===== src/rtl/laser_echo_collector.sv =====
// Receive-side echo collector: opens STOP1/STOP2 TDC windows per laser shot and issues one tagged record.
// Optional hit counters are built when LASER_ECHO_HITCNT_EN is defined.
module laser_echo_collector #(
    parameter int STOP1_WINDOW = 48,
    parameter int STOP2_WINDOW = 54,
    parameter int DATA_W       = 16
) (
    input  logic              i_clk_100m,
    input  logic              i_rst_n,
    input  logic              i_laser_sync,
    input  logic [3:0]        i_laser_sernum,
    input  logic [3:0]        i_tdc1_chnlmask,
    input  logic [3:0]        i_tdc2_chnlmask,
    input  logic              i_tdc1_valid,
    input  logic [1:0]        i_tdc1_chnl,
    input  logic [DATA_W-1:0] i_tdc1_data,
    input  logic              i_tdc2_valid,
    input  logic [1:0]        i_tdc2_chnl,
    input  logic [DATA_W-1:0] i_tdc2_data,
    input  logic              i_echo_ready,
    output logic              o_cdctdc_ready,
    output logic              o_echo_valid,
    output logic [3:0]        o_echo_sernum,
    output logic [DATA_W-1:0] o_echo_stop1,
    output logic [DATA_W-1:0] o_echo_stop2,
    output logic [1:0]        o_echo_flags,
    output logic [2:0]        o_echo_hitcnt1,
    output logic [2:0]        o_echo_hitcnt2,
    output logic              o_sync_drop
);

    // state     | meaning
    // ST_IDLE   | waiting for a laser sync, emitter may fire
    // ST_WINDOW | acceptance windows open, counter running
    // ST_HOLD   | record presented until downstream accepts it
    typedef enum logic [1:0] {
        ST_IDLE   = 2'd0,
        ST_WINDOW = 2'd1,
        ST_HOLD   = 2'd2
    } state_t;

    localparam int CNT_W = $clog2(STOP2_WINDOW + 1);
    localparam logic [CNT_W-1:0] LIM1 = CNT_W'(STOP1_WINDOW);
    localparam logic [CNT_W-1:0] LIM2 = CNT_W'(STOP2_WINDOW);
    localparam logic [CNT_W-1:0] LAST = CNT_W'(STOP2_WINDOW - 1);

    state_t           state;
    state_t           state_nxt;
    logic [CNT_W-1:0] cnt;
    logic [3:0]       mask1;
    logic [3:0]       mask2;
    logic             start;
    logic             hit1;
    logic             hit2;

    always_comb begin
        state_nxt = state;
        start     = 1'b0;
        case (state)
            ST_IDLE: begin
                if (i_laser_sync) begin
                    state_nxt = ST_WINDOW;
                    start     = 1'b1;
                end
            end
            ST_WINDOW: begin
                if (cnt == LAST) state_nxt = ST_HOLD;
            end
            ST_HOLD: begin
                if (o_echo_valid && i_echo_ready) state_nxt = ST_IDLE;
            end
            default: state_nxt = ST_IDLE;
        endcase
    end

    assign hit1 = (state == ST_WINDOW) && i_tdc1_valid && (cnt < LIM1) && mask1[i_tdc1_chnl];
    assign hit2 = (state == ST_WINDOW) && i_tdc2_valid && (cnt < LIM2) && mask2[i_tdc2_chnl];

    // Ready is a flop tracking the next state so it stays low while reset is held.
    always_ff @(posedge i_clk_100m or negedge i_rst_n) begin
        if (!i_rst_n) begin
            state          <= ST_IDLE;
            cnt            <= '0;
            mask1          <= '0;
            mask2          <= '0;
            o_cdctdc_ready <= 1'b0;
            o_echo_valid   <= 1'b0;
            o_echo_sernum  <= '0;
            o_echo_stop1   <= '0;
            o_echo_stop2   <= '0;
            o_echo_flags   <= '0;
            o_sync_drop    <= 1'b0;
        end else begin
            state          <= state_nxt;
            o_cdctdc_ready <= (state_nxt == ST_IDLE);
            o_echo_valid   <= (state_nxt == ST_HOLD);
            o_sync_drop    <= i_laser_sync && (state != ST_IDLE);
            if (start) begin
                cnt           <= '0;
                mask1         <= i_tdc1_chnlmask;
                mask2         <= i_tdc2_chnlmask;
                o_echo_sernum <= i_laser_sernum;
                o_echo_stop1  <= '0;
                o_echo_stop2  <= '0;
                o_echo_flags  <= '0;
            end else if (state == ST_WINDOW) begin
                cnt <= cnt + 1'b1;
                if (hit1 && !o_echo_flags[0]) begin
                    o_echo_stop1    <= i_tdc1_data;
                    o_echo_flags[0] <= 1'b1;
                end
                if (hit2 && !o_echo_flags[1]) begin
                    o_echo_stop2    <= i_tdc2_data;
                    o_echo_flags[1] <= 1'b1;
                end
            end
        end
    end

`ifdef LASER_ECHO_HITCNT_EN
    always_ff @(posedge i_clk_100m or negedge i_rst_n) begin
        if (!i_rst_n) begin
            o_echo_hitcnt1 <= '0;
            o_echo_hitcnt2 <= '0;
        end else if (start) begin
            o_echo_hitcnt1 <= '0;
            o_echo_hitcnt2 <= '0;
        end else begin
            if (hit1 && (o_echo_hitcnt1 != 3'd7)) o_echo_hitcnt1 <= o_echo_hitcnt1 + 3'd1;
            if (hit2 && (o_echo_hitcnt2 != 3'd7)) o_echo_hitcnt2 <= o_echo_hitcnt2 + 3'd1;
        end
    end
`else
    assign o_echo_hitcnt1 = 3'd0;
    assign o_echo_hitcnt2 = 3'd0;
`endif

endmodule

===== config.mk =====
export PLATFORM = sky130hd
export DESIGN_NAME = laser_echo_collector
export DESIGN_NICKNAME = d
export VERILOG_FILES = /design/src/rtl/laser_echo_collector.sv
export SDC_FILE = /design/constraint.sdc
export NUM_CORES = 1
export LEC_CHECK = 0
export BUFFER_PORTS_ARGS = -buffer_cell sky130_fd_sc_hd__buf_2
export CORE_ASPECT_RATIO = 0.9
export CORE_MARGIN = 2
export CORE_UTILIZATION = 50
export CTS_BUF_LIST = sky130_fd_sc_hd__clkbuf_4
export DETAILED_ROUTE_END_ITERATION = 10
export HOLD_SLACK_MARGIN = 0.02
export PLACE_DENSITY_LB_ADDON = 0.25
export SLEW_MARGIN = 10
export SYNTH_ARGS = -nofsm -noshare
export SYNTH_HDL_FRONTEND = slang
export SYNTH_SLANG_ARGS = --single-unit

===== constraint.sdc =====
create_clock -name i_clk_100m -period 2.1 [get_ports i_clk_100m]
set_input_delay 0.21 -clock i_clk_100m [delete_from_list [all_inputs] [get_ports i_clk_100m]]
set_output_delay 0.21 -clock i_clk_100m [all_outputs]
set_load 0.1 [all_outputs]

==> results of run 1 <==
==> worst max-delay path: stages, from the launching register on <==
cell	delay (ns)
dfrtp_1	0.47
and2b_1	0.36
o2111ai_4	0.42
nand3_1	0.22
o21ai_0	0.10
==> how the worst max path moves through the flow <==
stage	slack [ns]	endpoint
finish	0.39	o_echo_stop2[15]
global route	0.13	o_echo_stop2[15]
CTS	0.11	o_echo_stop2[13]
detailed placement	0.1	o_echo_stop2[13]
global placement	0.19	o_echo_stop2[15]
floorplan	0.36	o_echo_flags[0]
==> per-layer routing <==
| metal | GRT usage | vias up | wire, µm |
|---|---|---|---|
| met4 | 0.121 | 0 | 174 |
| li1 | - | 994 | - |
| met3 | 0.0625 | 17 | 356 |
| met1 | 0.281 | 931 | 2370 |
| met5 | 0 | - | 0 |
| met2 | 0.338 | 74 | 2490 |
==> state kept, by name, indices dropped and copies added, names as in the netlist <==
signal and cells:
o_echo_stop1 16, o_echo_stop2 16, cnt 6, mask1 4, mask2 4, o_echo_sernum 4, o_echo_flags 2, state 2
o_cdctdc_ready 1, o_echo_valid 1, o_sync_drop 1
==> placed cells by master (no fill, tap or decap), types with 2 or more instances in the layout <==
cell type,count
buf_2,94
dfrtp_1,57
nand2_1,39
o21ai_0,22
inv_1,19
nand3_1,19
dlygate4sd3_1,15
o21ai_2,13
mux2_2,12
clkbuf_4,10
conb_1,6
o21ai_1,4
nor2_1,3
nor2b_1,3
bufinv_16,3
buf_12,3
a21oi_1,2
a22o_1,2
a21boi_0,2
mux4_2,2
mux2i_1,2
ha_1,2
==> kinds of logic after synthesis <==
| family | after synthesis | share of synthesized area |
|---|---|---|
| flip-flops | 57 | 0.573 |
| AND/OR/NAND/NOR | 71 | 0.127 |
| other | 1 | 0.00151 |
| buffers and inverters | 38 | 0.0814 |
| multiplexers | 16 | 0.0804 |
| AO/OA/AOI/OAI | 48 | 0.127 |
| adder cells (fa/ha/maj) | 2 | 0.0100 |
==> power groups by stage <==
stage | clock network (W) | registers [W] | logic [W]
6_report | 0.00100 | 0.00110 | 0.000162
5_1_grt | 0.00108 | 0.00110 | 0.000176
4_1_cts | 0.00103 | 0.00110 | 0.000161
3_5_place_dp | 0 | 0.00112 | 0.000140
3_3_place_gp | 0 | 0.00112 | 0.000139
2_1_floorplan | 0 | 0.00113 | 0.0000634
==> area by class of cell <==
cell class	instances	area (µm²)	area share
clock buffer	10	75.1	0.0225
inverter	19	71.3	0.0213
clock inverter	6	106	0.0318
timing repair buffer	113	688	0.206
multi-input combinational	143	893	0.267
tap	65	81.3	0.0243
sequential	57	1430	0.427
==> per-stage QoR <==
stage / util / setup WS (ns) / std cells / cell area, µm² / hold WS (ns)
global placement: 0.620 / 0.192 / 382 / 3000 / 0.270
finish: 0.691 / 0.394 / 413 / 3340 / 0.0382
global route: 0.691 / 0.132 / 413 / 3340 / 0.0326
detailed placement: 0.620 / 0.0976 / 382 / 3000 / 0.278
floorplan: - / 0.363 / 238 / 2510 / -0.0856
CTS: 0.689 / 0.111 / 413 / 3330 / 0.0233
==> repair_timing <==
item                                    CTS  global route
resized for setup                         0             0
hold endpoints to repair                 40             0
endpoints found under the setup margin    0             0
hold buffers                             15             0
==> summary.txt, run 1 <==
Logic synthesis
  • Unique cell type count in the Yosys netlist: 30
  • Synth Warn #: 0
  • Most frequent cell after synthesis: dfrtp_1
  • Synthesized netlist cell count: 233
  • Synth top area share: 0.573
  • Leading area contributor after synthesis: dfrtp_1
  • Synth Area per Inst: 10.7 µm²
  • Synthesized cell area: 2490 µm²
  • Number of flops mapped to enable cells by yosys: 0
  • Post-synth top cells: dfrtp_1, nand2_1, o21ai_0
  • Main synth FF type: dfrtp_1
  • Synth async-reset ratio: 1.00
  • #FFs+latches synth: 57
  • Largest cells by area after synthesis: dfrtp_1, nand2_1, mux2_2, o21ai_2, o21ai_0
  • Seq/Total Area, Yosys: 0.573

GRT
  • Vias in the first global route: 2040
  • Largest net degree at the start of global routing: 50
  • Global Route Usage Sum: 0.219
  • Initial antenna violation count: 0
  • Overflow after GRT: 0
  • First-pass GRT wire length: 9.29 mm

Pwr
  • Net Sw Power: 0.000493 W
  • Int Power: 0.00177 W
  • Logic pwr share: 0.071
  • Clock Power Share: 0.444
  • PwrDens: 678 nW/µm²
  • Peak VDD IR: 0.000417 V
  • Net Sw Frac: 0.218
  • Leakage: 1.84 nW
  • Sequential Power Share: 0.485
  • Design Power: 0.00226 W

Critical path
  • Crit path arrival time: 1.95 ns
  • Critical Path Sink Type: flip-flop
  • Reg-to-Reg End: o_echo_stop2[15]
  • CP Max Fanout: 33
  • Flop2flop setup slack: 0.39 ns
  • Worst Reg2Reg Path Length in Cells: 4
  • Startpoint Class: flip-flop
  • Worst R2R Start: state[1]
  • CP Class: reg2reg
  • CP required: 2.34 ns
  • Crit. Startpoint: state[1]

Hold path
  • WHS Path Cells: 3
  • Min-delay worst type: in2reg
  • Hold_sp: i_tdc1_data[7]
  • Hold endpoint: o_echo_stop1[7]

Timing
  • Setup Skew: 0.0115 ns
  • Final setup fails: 0
  • Worst Tran Pin Value: 0.721 ns
  • Crit path time final: 1.71 ns
  • Final period util: 0.812
  • Unrepaired setup endpoints after global routing: no
  • TNS Setup: 0 ns
  • Slew headroom: 0.519
  • Fmax: 586 MHz
  • Slew Limit Fails: 0
  • Final Hold Fails: 0

CTS
  • Worst-Skew Late Latency: 0.39 ns
  • CTS clock-pin slew for the worst setup and hold paths: 0.09 ns
  • Clock sinks: 57
  • Postcts setup bufs: 0
  • Root buf cell: clkbuf_4
  • CTS tree: done
  • Longest Clk Path Bufs: 2
  • Cts bufs inserted: 9
  • H-tree depth: 3

Floorplanning
  • Die Width: 78.4 µm
  • Core area: 4830 µm²
  • # IOs: 101
  • Initial Utilization: 0.515
  • Die height: 70.9 µm
  • Num rows: 24
  • Die area: 5560 µm²

Detailed routing
  • Vias/cell: 4.88
  • DRT iter0 DRCs: 52
  • Wire length per cell: 13.0 µm
  • Vias after detailed routing: 2016
  • Final ANT Viol Nets: 0
  • DRC: 0
  • Pre-antenna DRT Iters: 4
  • Post-Route WL: 5.39 mm

Finish
  • Final net count: 399
  • Fill count: 387
  • ANT cells: 0
  • Fraction of layout cells with a size suffix above 1: 0.408
  • Area grow syn2layout: 34.2%

Job
  • Max-cap violations: 0

Placed design
  • PortBufs: 94
  • Final HPWL DP: 3.48 mm
  • Routability cong.: 0.766

Status
  • Outcome: completed
No activity file was read; power rests on OpenSTA's default activity.
==> inputs of run 2 (changes only) <==
Settings changed: ABC_AREA set to 1.
Clock period 2.1 ns to 1.58 ns, I/O delays scaled along.
==> run 2 against run 1 <==
  * Synthesized cell count is 22% higher
  * Sequential cell count did not move
  * Hold slack got worse by 0.018 ns
  * Worst setup slack worse by 0.21 ns
  * Critical endpoint is now o_echo_flags[0]
  * Critical path depth is 3 lower
  * Core utilization grew 5.5 points
  * Synthesized area increased by 1.6%
  * Critical path type is now reg2out
  * Register-to-register slack worse by 0.17 ns
  * Global-route usage up 4.1 points
  * Sequential share of layout area decreased by 3.3 points
  * Clock-buffer cell count is 4 higher
  * Cell count up 22%
==> summary.txt, run 2 <==
Logic synthesis
  • Synth Warn #: 0
  • Synth async-reset ratio: 1.00
  • Leading area contributor after synthesis: dfrtp_1
  • Synthesized netlist cell count: 285
  • Synth top area share: 0.564
  • Synthesized cell area: 2530 µm²
  • #FFs+latches synth: 57
  • Post-synth top cells: nand2_1, nand3_1, dfrtp_1
  • Unique cell type count in the Yosys netlist: 29
  • Number of flops mapped to enable cells by yosys: 0
  • Largest cells by area after synthesis: dfrtp_1, nand3_1, nand2_1, inv_1, o21ai_0
  • Main synth FF type: dfrtp_1
  • Seq/Total Area, Yosys: 0.564
  • Synth Area per Inst: 8.87 µm²
  • Most frequent cell after synthesis: nand2_1

CTS
  • Clock sinks: 57
  • Post-CTS Resized: 0
  • Postcts setup bufs: 0
  • Cts bufs inserted: 9
  • Worst-Skew Late Latency: 0.39 ns
  • Root buf cell: clkbuf_4
  • Hold_buf cts: 45
  • CTS tree: done
  • H-tree depth: 3
  • Longest Clk Path Bufs: 2
  • CTS clock-pin slew for the worst setup and hold paths: 0.09 ns

Critical path
  • CP top delay family: buffers and inverters
  • Critical-path top delay cell: buf_2
  • Worst path max stage delay: 0.44 ns
  • CP Max Fanout: 3
  • Worst Path Buf+Inv: 1
  • Crit path cell chain: buf_2
  • Startpoint Class: flip-flop
  • Critical Path Sink Type: output pin
  • CP required: 1.42 ns
  • CP Class: reg2out
  • Crit path arrival time: 1.24 ns

Detailed routing
  • Vias/cell: 4.88
  • Vias after detailed routing: 2453
  • Post-Route WL: 6.58 mm
  • Pre-antenna DRT Iters: 4
  • Wire length per cell: 13.1 µm
  • DRC: 0
  • DRT iter0 DRCs: 196
  • Final ANT Viol Nets: 0

Floorplanning
  • Num rows: 24
  • Die area: 5640 µm²
  • Die Width: 79.0 µm
  • # IOs: 101
  • Die height: 71.5 µm
  • Initial Utilization: 0.520
  • Core area: 4860 µm²

GRT
  • Overflow after GRT: 0
  • Global Route Usage Sum: 0.260
  • First-pass GRT wire length: 11.2 mm
  • Grt peak-use layer: met2
  • Met1 Use GR: 0.316
  • Met3 Use GR: 0.0793
  • Initial antenna violation count: 0
  • Vias in the first global route: 2502
  • Largest net degree at the start of global routing: 32
  • GRT met2 Usage: 0.436

Finish
  • Fill count: 376
  • Post-layout util: 0.746
  • Most common cell after layout, fill and taps aside: buf_2
  • Final net count: 489
  • ANT cells: 0
  • Area grow syn2layout: 43.6%
  • Most frequent cells in the layout: buf_2, nand2_1, nand3_1
  • Fraction of layout cells with a size suffix above 1: 0.299
  • Largest registers: o_echo_stop1 x16, o_echo_stop2 x16, cnt x6
  • Design area: 3630 µm²
  • Sequential cell area: 1430 µm²
  • Multi-input combinational cell area: 921 µm²

Timing
  • TNS Setup: 0 ns
  • Final worst slack: 0.181 ns
  • Crit path time final: 1.40 ns
  • Final Hold Fails: 0
  • Fmax: 715 MHz
  • Final period util: 0.885
  • Setup Skew: 0.0112 ns
  • Final setup fails: 0
  • Slew Limit Fails: 0
  • Unrepaired setup endpoints after global routing: no

Placed design
  • Placement Setup Slack: 0.240 ns
  • Final HPWL DP: 4.11 mm
  • Area after DPL: 3070 µm²
  • PortBufs: 94
  • Routability cong.: 0.971

Status
  • Outcome: completed

Hold path
  • Min-delay worst type: in2reg

Job
  • Max-cap violations: 0
run 2: cell type report:
class                           instances  share of cell area
Sequential cell                        57               0.394
Timing Repair Buffer                  150               0.276
Multi-Input combinational cell        193               0.254
Clock buffer                           14              0.0289
Inverter                               22              0.0231
Tap cell                               65              0.0224
Clock inverter                          2             0.00207
run 2: worst paths after layout:
kind                                        from               end  slack (ns)  cells after the start
max in group asynchronous                i_rst_n   o_echo_flags[0]        0.96                      3
worst min register to register  o_echo_sernum[3]  o_echo_sernum[3]        0.49                      2
min in group asynchronous                i_rst_n   o_echo_stop2[0]        0.30                      3
worst min-delay path              i_tdc2_data[8]   o_echo_stop2[8]        0.02                      3
worst max-delay path             o_echo_flags[0]   o_echo_flags[0]        0.18                      1
worst max register to register          state[0]          state[0]        0.22                      6
run 2: kinds of logic after synthesis:
group / count (synthesis) / share of synthesized area
xor gates and xnor gates: 1 / 0.00346
buffers and inverters: 40 / 0.0792
other: 1 / 0.00148
adders and majority gates: 2 / 0.00989
and+or+nand+nor: 166 / 0.302
AOI/OAI and AO/OA: 18 / 0.0401
DFF: 57 / 0.564
run 2: metal layers:
layer	vias up	wire length, µm
met2	84	3350
met4	0	70
met1	1146	2700
met5	-	0
met3	6	456
li1	1217	-
run 2: worst reg2reg max path: stages (launching register included):
cell	delay (ns)
dfrtp_1	0.41
nand2_2	0.16
clkinv_2	0.13
nor2_1	0.28
inv_1	0.13
o21ai_0	0.09
inv_1	0.05
run 2: per-stage QoR:
step | hold slack [ns] | std cells
global placement | 0.187 | 442
CTS | 0.0292 | 503
detailed placement | 0.191 | 442
floorplan | -0.138 | 290
global route | 0.0311 | 503
finish | 0.0204 | 503
Power of run 2 is left out: the tool's default activity adds up to more than one toggle a clock period on the data nets, which glitch-free logic cannot reach.
